**config.mk**
```make
export PLATFORM = sky130hd
export DESIGN_NAME = knn_batch_ctrl
export DESIGN_NICKNAME = d
export VERILOG_FILES = /design/src/rtl/knn_batch_ctrl_pkg.sv /design/src/rtl/knn_cnt.sv /design/src/rtl/knn_batch_ctrl.sv
export SDC_FILE = /design/constraint.sdc
export NUM_CORES = 1
export LEC_CHECK = 0
export CAP_MARGIN = 10
export CORE_ASPECT_RATIO = 1.25
export CORE_MARGIN = 1.5
export CORE_UTILIZATION = 36
export CTS_BUF_LIST = sky130_fd_sc_hd__clkbuf_8
export DETAILED_ROUTE_END_ITERATION = 16
export GPL_TIMING_DRIVEN = 0
export PLACE_DENSITY = 0.66
export SYNTH_ARGS = -nofsm -noshare
export SYNTH_HDL_FRONTEND = slang
export SYNTH_HIERARCHICAL = 1
export SYNTH_SLANG_ARGS = --single-unit
```
**constraint.sdc**
```tcl
create_clock -name clk -period 3 [get_ports clk]
set_input_delay 0.45 -clock clk [delete_from_list [all_inputs] [get_ports clk]]
set_output_delay 0.45 -clock clk [all_outputs]
set_load 0.03 [all_outputs]
```
**src/rtl/knn_batch_ctrl_pkg.sv**
```systemverilog
// Shared definitions for the KNN batch controller: state encoding, default
// drain length and a counter-width helper.
package knn_batch_ctrl_pkg;

    localparam int unsigned DRAIN_CYC_DEF = 3;

    typedef enum logic [2:0] {
        ST_IDLE   = 3'd0,
        ST_CLEAR  = 3'd1,
        ST_STREAM = 3'd2,
        ST_DRAIN  = 3'd3,
        ST_STORE  = 3'd4,
        ST_DONE   = 3'd5
    } state_e;

    // Bits needed to count 0 .. n-1, never less than one.
    function automatic int unsigned cnt_width(input int unsigned n);
        return (n < 2) ? 32'd1 : 32'($clog2(n));
    endfunction

endpackage

```
**src/rtl/knn_cnt.sv**
```systemverilog
// Exact-width address/cycle counter with synchronous clear, increment and a
// terminal-count flag against a supplied last value.
module knn_cnt #(
    parameter int unsigned W = 8
) (
    input  logic         clk,
    input  logic         rst,
    input  logic         clr,
    input  logic         inc,
    input  logic [W-1:0] last,
    output logic [W-1:0] cnt,
    output logic         tc_c
);

    // Clear wins over increment so a restart always lands on zero.
    always_ff @(posedge clk or posedge rst) begin
        if (rst) begin
            cnt <= '0;
        end else if (clr) begin
            cnt <= '0;
        end else if (inc) begin
            cnt <= cnt + W'(1);
        end
    end

    assign tc_c = (cnt == last);

endmodule

```
**src/rtl/knn_batch_ctrl.sv**
```systemverilog
// Batch sequencer for the KNN datapath: for each test point it clears the
// neighbour list, streams every data point, drains the pipeline and stores.
module knn_batch_ctrl
    import knn_batch_ctrl_pkg::*;
#(
    parameter int unsigned TW        = 8,
    parameter int unsigned DW        = 16,
    parameter int unsigned DRAIN_CYC = DRAIN_CYC_DEF
) (
    input  logic          clk,
    input  logic          rst,
    input  logic          start,
    input  logic          abort,
    input  logic [TW-1:0] n_test,
    input  logic [DW-1:0] n_data,
    output logic          busy,
    output logic          done,
    output logic [TW-1:0] test_addr,
    output logic [DW-1:0] data_addr,
    output logic          mem_rd,
    output logic          dp_clr,
    output logic          dp_enable,
    output logic          res_we,
    output logic [TW-1:0] res_addr
);

    localparam int unsigned DCW = cnt_width(DRAIN_CYC);

    state_e        state;
    state_e        state_next;
    logic [TW-1:0] n_test_m1;
    logic [DW-1:0] n_data_m1;
    logic [DCW-1:0] drain_cnt;
    logic          test_tc_c;
    logic          data_tc_c;
    logic          drain_tc_c;
    logic          start_acc;
    logic          busy_d;
    logic          done_d;
    logic          mem_rd_d;
    logic          dp_clr_d;
    logic          res_we_d;

    // Next state and next registered outputs; abort overrides every transition.
    always_comb begin
        state_next = state;
        busy_d     = 1'b0;
        done_d     = 1'b0;
        mem_rd_d   = 1'b0;
        dp_clr_d   = 1'b0;
        res_we_d   = 1'b0;

        unique case (state)
            ST_IDLE: begin
                if (start && !abort) begin
                    if ((n_test != '0) && (n_data != '0)) begin
                        state_next = ST_CLEAR;
                    end else begin
                        state_next = ST_DONE;
                    end
                end
            end
            ST_CLEAR:  state_next = ST_STREAM;
            ST_STREAM: begin
                if (data_tc_c) begin
                    if (DRAIN_CYC == 0) begin
                        state_next = ST_STORE;
                    end else begin
                        state_next = ST_DRAIN;
                    end
                end
            end
            ST_DRAIN: begin
                if (drain_tc_c) begin
                    state_next = ST_STORE;
                end
            end
            ST_STORE: begin
                if (test_tc_c) begin
                    state_next = ST_DONE;
                end else begin
                    state_next = ST_CLEAR;
                end
            end
            ST_DONE:  state_next = ST_IDLE;
            default:  state_next = ST_IDLE;
        endcase

        if (abort) begin
            state_next = ST_IDLE;
        end

        busy_d   = (state_next != ST_IDLE) && (state_next != ST_DONE);
        done_d   = (state_next == ST_DONE);
        mem_rd_d = (state_next == ST_STREAM);
        dp_clr_d = (state_next == ST_CLEAR);
        res_we_d = (state_next == ST_STORE);
    end

    assign start_acc = (state == ST_IDLE) && (state_next == ST_CLEAR);

    always_ff @(posedge clk or posedge rst) begin
        if (rst) begin
            state <= ST_IDLE;
        end else begin
            state <= state_next;
        end
    end

    // Outputs are registered from the next state so they line up with it.
    always_ff @(posedge clk or posedge rst) begin
        if (rst) begin
            busy      <= 1'b0;
            done      <= 1'b0;
            mem_rd    <= 1'b0;
            dp_clr    <= 1'b0;
            dp_enable <= 1'b0;
            res_we    <= 1'b0;
            res_addr  <= '0;
        end else begin
            busy      <= busy_d;
            done      <= done_d;
            mem_rd    <= mem_rd_d;
            dp_clr    <= dp_clr_d;
            dp_enable <= mem_rd;
            res_we    <= res_we_d;
            if (res_we_d) begin
                res_addr <= test_addr;
            end
        end
    end

    // Counts are held as last-index values so counters compare exact-width.
    always_ff @(posedge clk or posedge rst) begin
        if (rst) begin
            n_test_m1 <= '0;
            n_data_m1 <= '0;
        end else if (start_acc) begin
            n_test_m1 <= n_test - TW'(1);
            n_data_m1 <= n_data - DW'(1);
        end
    end

    knn_cnt #(.W(TW)) u_test_cnt (
        .clk  (clk),
        .rst  (rst),
        .clr  (start_acc),
        .inc  ((state == ST_STORE) && (state_next == ST_CLEAR)),
        .last (n_test_m1),
        .cnt  (test_addr),
        .tc_c (test_tc_c)
    );

    // Holds at the last index during DRAIN instead of wrapping.
    knn_cnt #(.W(DW)) u_data_cnt (
        .clk  (clk),
        .rst  (rst),
        .clr  (state_next == ST_CLEAR),
        .inc  ((state == ST_STREAM) && !data_tc_c),
        .last (n_data_m1),
        .cnt  (data_addr),
        .tc_c (data_tc_c)
    );

    knn_cnt #(.W(DCW)) u_drain_cnt (
        .clk  (clk),
        .rst  (rst),
        .clr  (state != ST_DRAIN),
        .inc  (1'b1),
        .last (DCW'(DRAIN_CYC - 1)),
        .cnt  (drain_cnt),
        .tc_c (drain_tc_c)
    );

endmodule

```
After elaboration in Yosys (flattened, before gate mapping)
Index checks and enable logic that the tools add are counted.
- bitwise logic cells: 0
- $mul: 0
- reduce and logical (&&, ||, !) cells: 14
- shift operators: 0
- muxes and demuxes: 12
- add/subtract/negate cells: 5
- order comparisons: 0
- equal/unequal tests: 13
- div/mod/pow operators: 0
- operators by type and width (cell ; number):
    16-bit two-way mux ; 2
    3-bit two-way mux ; 6
    16-bit by 1-bit adder with 16-bit output (second input constant) ; 1
    16-bit equality test ; 1
    8-bit two-way mux ; 2
    16-bit nonzero test ; 1
    16-bit by 1-bit subtractor with 16-bit output (second input constant) ; 1
    3-bit one-hot mux with 5 select lines ; 1
    3-bit by 2-bit equality test with 1-bit output (second input constant) ; 3
    3-bit equality test (second input constant) ; 3
    8-bit by 1-bit adder with 8-bit output (second input constant) ; 1
    8-bit equality test ; 1
    8-bit nonzero test ; 1
    8-bit by 1-bit subtractor with 8-bit output (second input constant) ; 1
    3-bit by 1-bit equality test with 1-bit output (second input constant) ; 2
    1-bit logical AND ; 6
    2-bit nonzero test ; 2
    3-bit logical NOT ; 1
    3-bit by 2-bit != test with 1-bit output (second input constant) ; 1
    3-bit != test (second input constant) ; 1
    3-bit nonzero test ; 1
    2-bit by 1-bit adder with 2-bit output (second input constant) ; 1
    2-bit equality test (second input constant) ; 1
    1-bit logical NOT ; 2
    2-bit two-way mux ; 1
- input bits: 28
- memories kept: 0
- bits in registers: 67
- memory bits (read-only): 0
- RAM bits: 0
- bits in latches: 0
- logic and storage cells: 57
- output and inout bits: 38

Logic depth before layout (Yosys ltp)
- word-level depth: 10
- gate-level depth with buffers: 14

Cells and area by module
Netlist, hierarchy kept.
- by module, submodules not included (module ; area each (um2) ; times used ; cells each):
    knn_batch_ctrl ; 2023.2 ; 1 ; 192
    knn_cnt (u_data_cnt) ; 1003.5 ; 1 ; 101
    knn_cnt (u_test_cnt) ; 478.0 ; 1 ; 50
    knn_cnt (u_drain_cnt) ; 113.9 ; 1 ; 11

Least setup slack after synthesis
OpenSTA, ideal clock, no wires.
- path kind: register -> register
- start: register u_data_cnt.cnt[4]
- end: register u_data_cnt.cnt[15]
- required time: 2.875 ns
- cell stages (with the launch flop): 15
- buffers on the path: 2
- slack: -0.174 ns
- arrival time: 3.049 ns
- cell sequence: dfrtp_1 clkbuf_2 xnor2_1 nand4_1 nor4_1 nor2b_1 o21ai_0 a21oi_1 and2_1 nor2b_1 buf_4 o2111ai_4 nor4_4 nand3_2 mux2_4
- longest elaborated chain between the ends: 6
- ends and longest elaborated chain (element ; RTL line ; source):
    start: declaration ; knn_cnt.sv:11 ; output logic [W-1:0] cnt,
    start signal: assignment ; knn_cnt.sv:22 ; cnt <= cnt + W'(1);
    16-bit equality test * ; knn_cnt.sv:26 ; assign tc_c = (cnt == last);
    via data_tc_c ; knn_batch_ctrl.sv:35 ; logic data_tc_c;
    3-bit two-way mux * ; knn_batch_ctrl.sv:65 ; if (data_tc_c) begin
    3-bit one-hot mux with 5 select lines * ; knn_batch_ctrl.sv:53 ; unique case (state)
    3-bit two-way mux * ; knn_batch_ctrl.sv:89 ; if (abort) begin
    via state_next[0] ; knn_batch_ctrl.sv:30 ; state_e state_next;
    3-bit by 1-bit equality test with 1-bit output * ; - ;
    via dp_clr_d ; knn_batch_ctrl.sv:41 ; logic dp_clr_d;
    16-bit two-way mux / 2-bit nonzero test (equally long branches) ; - ;
Mark *: on every way through the listed nets, which the timed path passes. The rest lies on a longest branch. The select of a mux whose other input is x is not followed.
A chain may end at the register's enable or synchronous reset.

Final worst setup path
- start: register u_data_cnt.cnt[11]
- end: register u_data_cnt.cnt[14]
The elaborated chain is that of the path after synthesis.

==> results.md <==
* Run status: finished, final reports clean
* Diode count at 0
* Antenna viol nets, final at 0
* Worst-skew pair later-pin latency at 0.36 ns
* Num ports at 66
* WL/cell at 14.4 um
* Clk buf depth at 2
* First-pass GRT wire length at 13.5 mm
* Period utilisation layout at 98.0%
* Root Driver: clkbuf_8
* Initial Utilization at 37.3%
* Hold path cells at 0
* Max Clk Rate at 340 MHz
* Mapped Cells at 354
* Crit path kind: flop to flop
* Combinational Power Share at 21.2%
* Worst VDD drop at 0.000275 V
* Drt drc at 0
* Avg Inst Size Synth at 10.2 um2
* Switching power of the nets at 0.674 mW
* Std-Cell Core Area at 9710 um2
* Critical Path End Type: flop
* Slew headroom at 41.2%
* CP required at 3.22 ns
* Total GRT Usage at 16.4%
* Via count at 2892
* Drt via density at 4.92
* Max-cap violations at 0
* Finished Cell Area at 4900 um2
* Vias in the first global route at 2823
* Clock skew at 0.0139 ns
* Pre-CTS setup slack at -0.498 ns
* Post-synth EDFFs at 0
* Netlist cell types at 48
* WL final at 8.49 mm
* Worst Hold Class: flop to flop
* Min Tclk post-route at 2.94 ns
* Post-synth top flop: dfrtp_1
* Nets at 491
* Reg2reg path depth at 14
* Remaining Overflow, GRT at 0
* Placed Area at 4460 um2
* P per Cell Area at 461 nW/um2
* Startpoint types: flop
* # fillers at 908
* Clock power frac at 30.4%
* Clk sinks at 67
* Final worst slack at 0.0603 ns
* Final hold vios at 0
* Port buffer count at 65
* Sequential Power Share at 48.4%
* First-pass DRT Iterations at 4
* Internal power at 1.58 mW
* Seq/Total Area, Yosys at 46.3%
* Ratio of cells with drive above 1 in the final layout at 21.9%
* WP data arrival at 3.16 ns
* Initial antenna violation count at 0
* 1st-iter DRT viols at 88
* Routability cong. at 0.846
* Final Slew Violations at 0
* Row count at 40
* Sw Share at 29.9%
* Area delta synth->final at 35.5%
* HPWL Detailed at 6.02 mm
* Largest net degree at the start of global routing at 42
* TritonCTS Buffers at 9
* Chip height at 115 um
* Die Area at 10700 um2
* Chip width at 92.7 um
* Async set-or-reset flop fraction in the synthesized netlist at 100%
* CTS clk-pin slew, worst paths at 0.07 ns
* Tot Pwr at 2.26 mW
* CTS tree: yes
* Warnings, synthesis at 6
* H-tree depth reported by CTS at 3
* Synthesized area at 3620 um2
* Final setup viols at 0
* Leak Pwr at 1.99 nW
* RSZ-0062 raised after global routing: true
* Largest fanout on the critical path at 7
* Worst-Margin Slew at 0.880 ns
* #FFs+latches synth at 67
==> through the flow <==
stage	hold slack (ns)	cells	util (%)	TNS, ns
global placement	0.367	548	45.9	-5.10
global route	0.397	588	50.5	-0.437
floorplan	0.191	357	-	0
finish	0.379	588	50.5	0
detailed placement	0.369	548	45.9	-5.51
CTS	0.386	576	49.0	0
==> Yosys cell counts (all sizes together), types with 3 or more instances <==
library cell / count / area [um2]
dfrtp: 67 / 1680
nor2: 51 / 191
xnor2: 47 / 412
a21oi: 26 / 134
inv: 13 / 48.8
nand2: 13 / 48.8
xor2: 13 / 114
mux2: 12 / 139
nand4: 12 / 90.1
buf: 9 / 77.6
nor4: 9 / 86.3
o21ai: 9 / 45.0
nor3: 8 / 40.0
or3: 8 / 52.6
nand3: 7 / 40.0
nor2b: 7 / 43.8
ha: 6 / 75.1
a31oi: 4 / 25.0
clkbuf: 3 / 13.8
mux2i: 3 / 30.0
nand3b: 3 / 22.5
nor3b: 3 / 22.5
or4: 3 / 26.3
==> state kept, by name (all words and copies together) (netlist names) <==
name             cells
u_data_cnt/cnt      16
res_we               1
dp_clr               1
mem_rd               1
u_drain_cnt/cnt      2
n_data_m1           16
done                 1
dp_enable            1
state                3
u_test_cnt/cnt       8
res_addr             8
busy                 1
n_test_m1            8
==> repair_timing <==
action | CTS | global route
gates resized for setup | 10 | 10
setup buffers | 13 | 12
pin swaps | 8 | 10
endpoints found under the setup margin | 16 | 11
hold buffers | 0 | 0
hold endpoints to repair | 0 | 0
==> area by class of cell <==
class / count / area (um2) / share of cell area, %
buffer: 11 / 96.3 / 1.97
inverter: 13 / 48.8 / 0.995
clock inverter: 5 / 28.8 / 0.587
timing repair buffer: 90 / 841 / 17.2
multi-input combinational: 265 / 1880 / 38.4
sequential: 67 / 1690 / 34.6
tap: 126 / 158 / 3.22
clock buffer: 11 / 151 / 3.09
==> final timing paths <==
| kind | start | endpoint | slack [ns] |
|---|---|---|---|
| min | mem_rd$_DFF_PP0_ | dp_enable$_DFF_PP0_ | 0.38 |
| max in group asynchronous | rst | res_addr[4]$_DFFE_PP0N_ | 1.71 |
| max | u_data_cnt/cnt[11]$_DFFE_PP0P_ | u_data_cnt/cnt[14]$_DFFE_PP0P_ | 0.06 |
| max reg2reg | u_data_cnt/cnt[11]$_DFFE_PP0P_ | u_data_cnt/cnt[14]$_DFFE_PP0P_ | 0.06 |
| min reg2reg | mem_rd$_DFF_PP0_ | dp_enable$_DFF_PP0_ | 0.38 |
| min in group asynchronous | rst | u_drain_cnt/cnt[0]$_DFFE_PP0P_ | 0.42 |
==> critical path, stage by stage (launching register included) <==
cell and delay, ns:
dfrtp_2 0.46, xnor2_1 0.15, nand4_1 0.16, nor4_2 0.27, nor2b_2 0.20, o21ai_2 0.07
a21oi_2 0.18, and2_4 0.17, nor2b_4 0.17, buf_8 0.12, o211ai_1 0.07, buf_4 0.20
nor4_1 0.35, xnor2_1 0.18, nor2_1 0.06
==> power by group through the flow <==
stage / sequential (mW) / combinational (mW) / clock [mW]
global route: 1.10 / 0.525 / 0.750
finish: 1.09 / 0.479 / 0.687
CTS: 1.09 / 0.470 / 0.706
global placement: 1.12 / 0.425 / 0
detailed placement: 1.12 / 0.435 / 0
floorplan: 1.13 / 0.256 / 0
==> kinds of logic (layout without fill, tap and decap cells) <==
kind of cell,count (synthesis),after routing,synth area share (%)
AOI/OAI and AO/OA,46,46,8.06
muxes,15,15,4.67
adders and majority gates,6,6,2.07
other,2,5,0.208
DFF,67,67,46.3
and+or+nand+nor,133,133,20.3
buffers and inverters,25,130,3.87
xor gates and xnor gates,60,60,14.5
==> cells in the final DEF, fill, tap and decap left out, types with 3 or more instances in the layout <==
cell             Yosys  routed
clkdlybuf4s50_1      0      64
nand4_1             11      11
mux2i_1              3       3
a21oi_1             25      24
nand2_1             13      13
inv_1               13      13
xor2_1              13      13
a31oi_1              4       3
xnor2_2              0       3
clkbuf_8             0      11
nand3b_1             3       3
buf_6                4       4
xnor2_1             47      44
buf_4                3      27
mux2_2              11      11
conb_1               2       5
ha_1                 6       6
o21ai_0              9       8
nor4_1               7       6
nor3_1               8       7
or3_1                6       6
dfrtp_2              0      14
nor2_1              51      51
nand3_1              6       6
nor2b_1              7       5
nor3b_1              3       3
dfrtp_1             67      53
==> layer usage <==
layer / vias to the layer above / global-route usage, % / share of wire, %
met5: - / 0 / 0
met4: 0 / 7.17 / 1.5
met3: 12 / 4.23 / 4.7
met2: 82 / 28.3 / 51
met1: 1379 / 19.4 / 43
li1: 1419 / - / -
No activity file was read; power rests on OpenSTA's default activity.
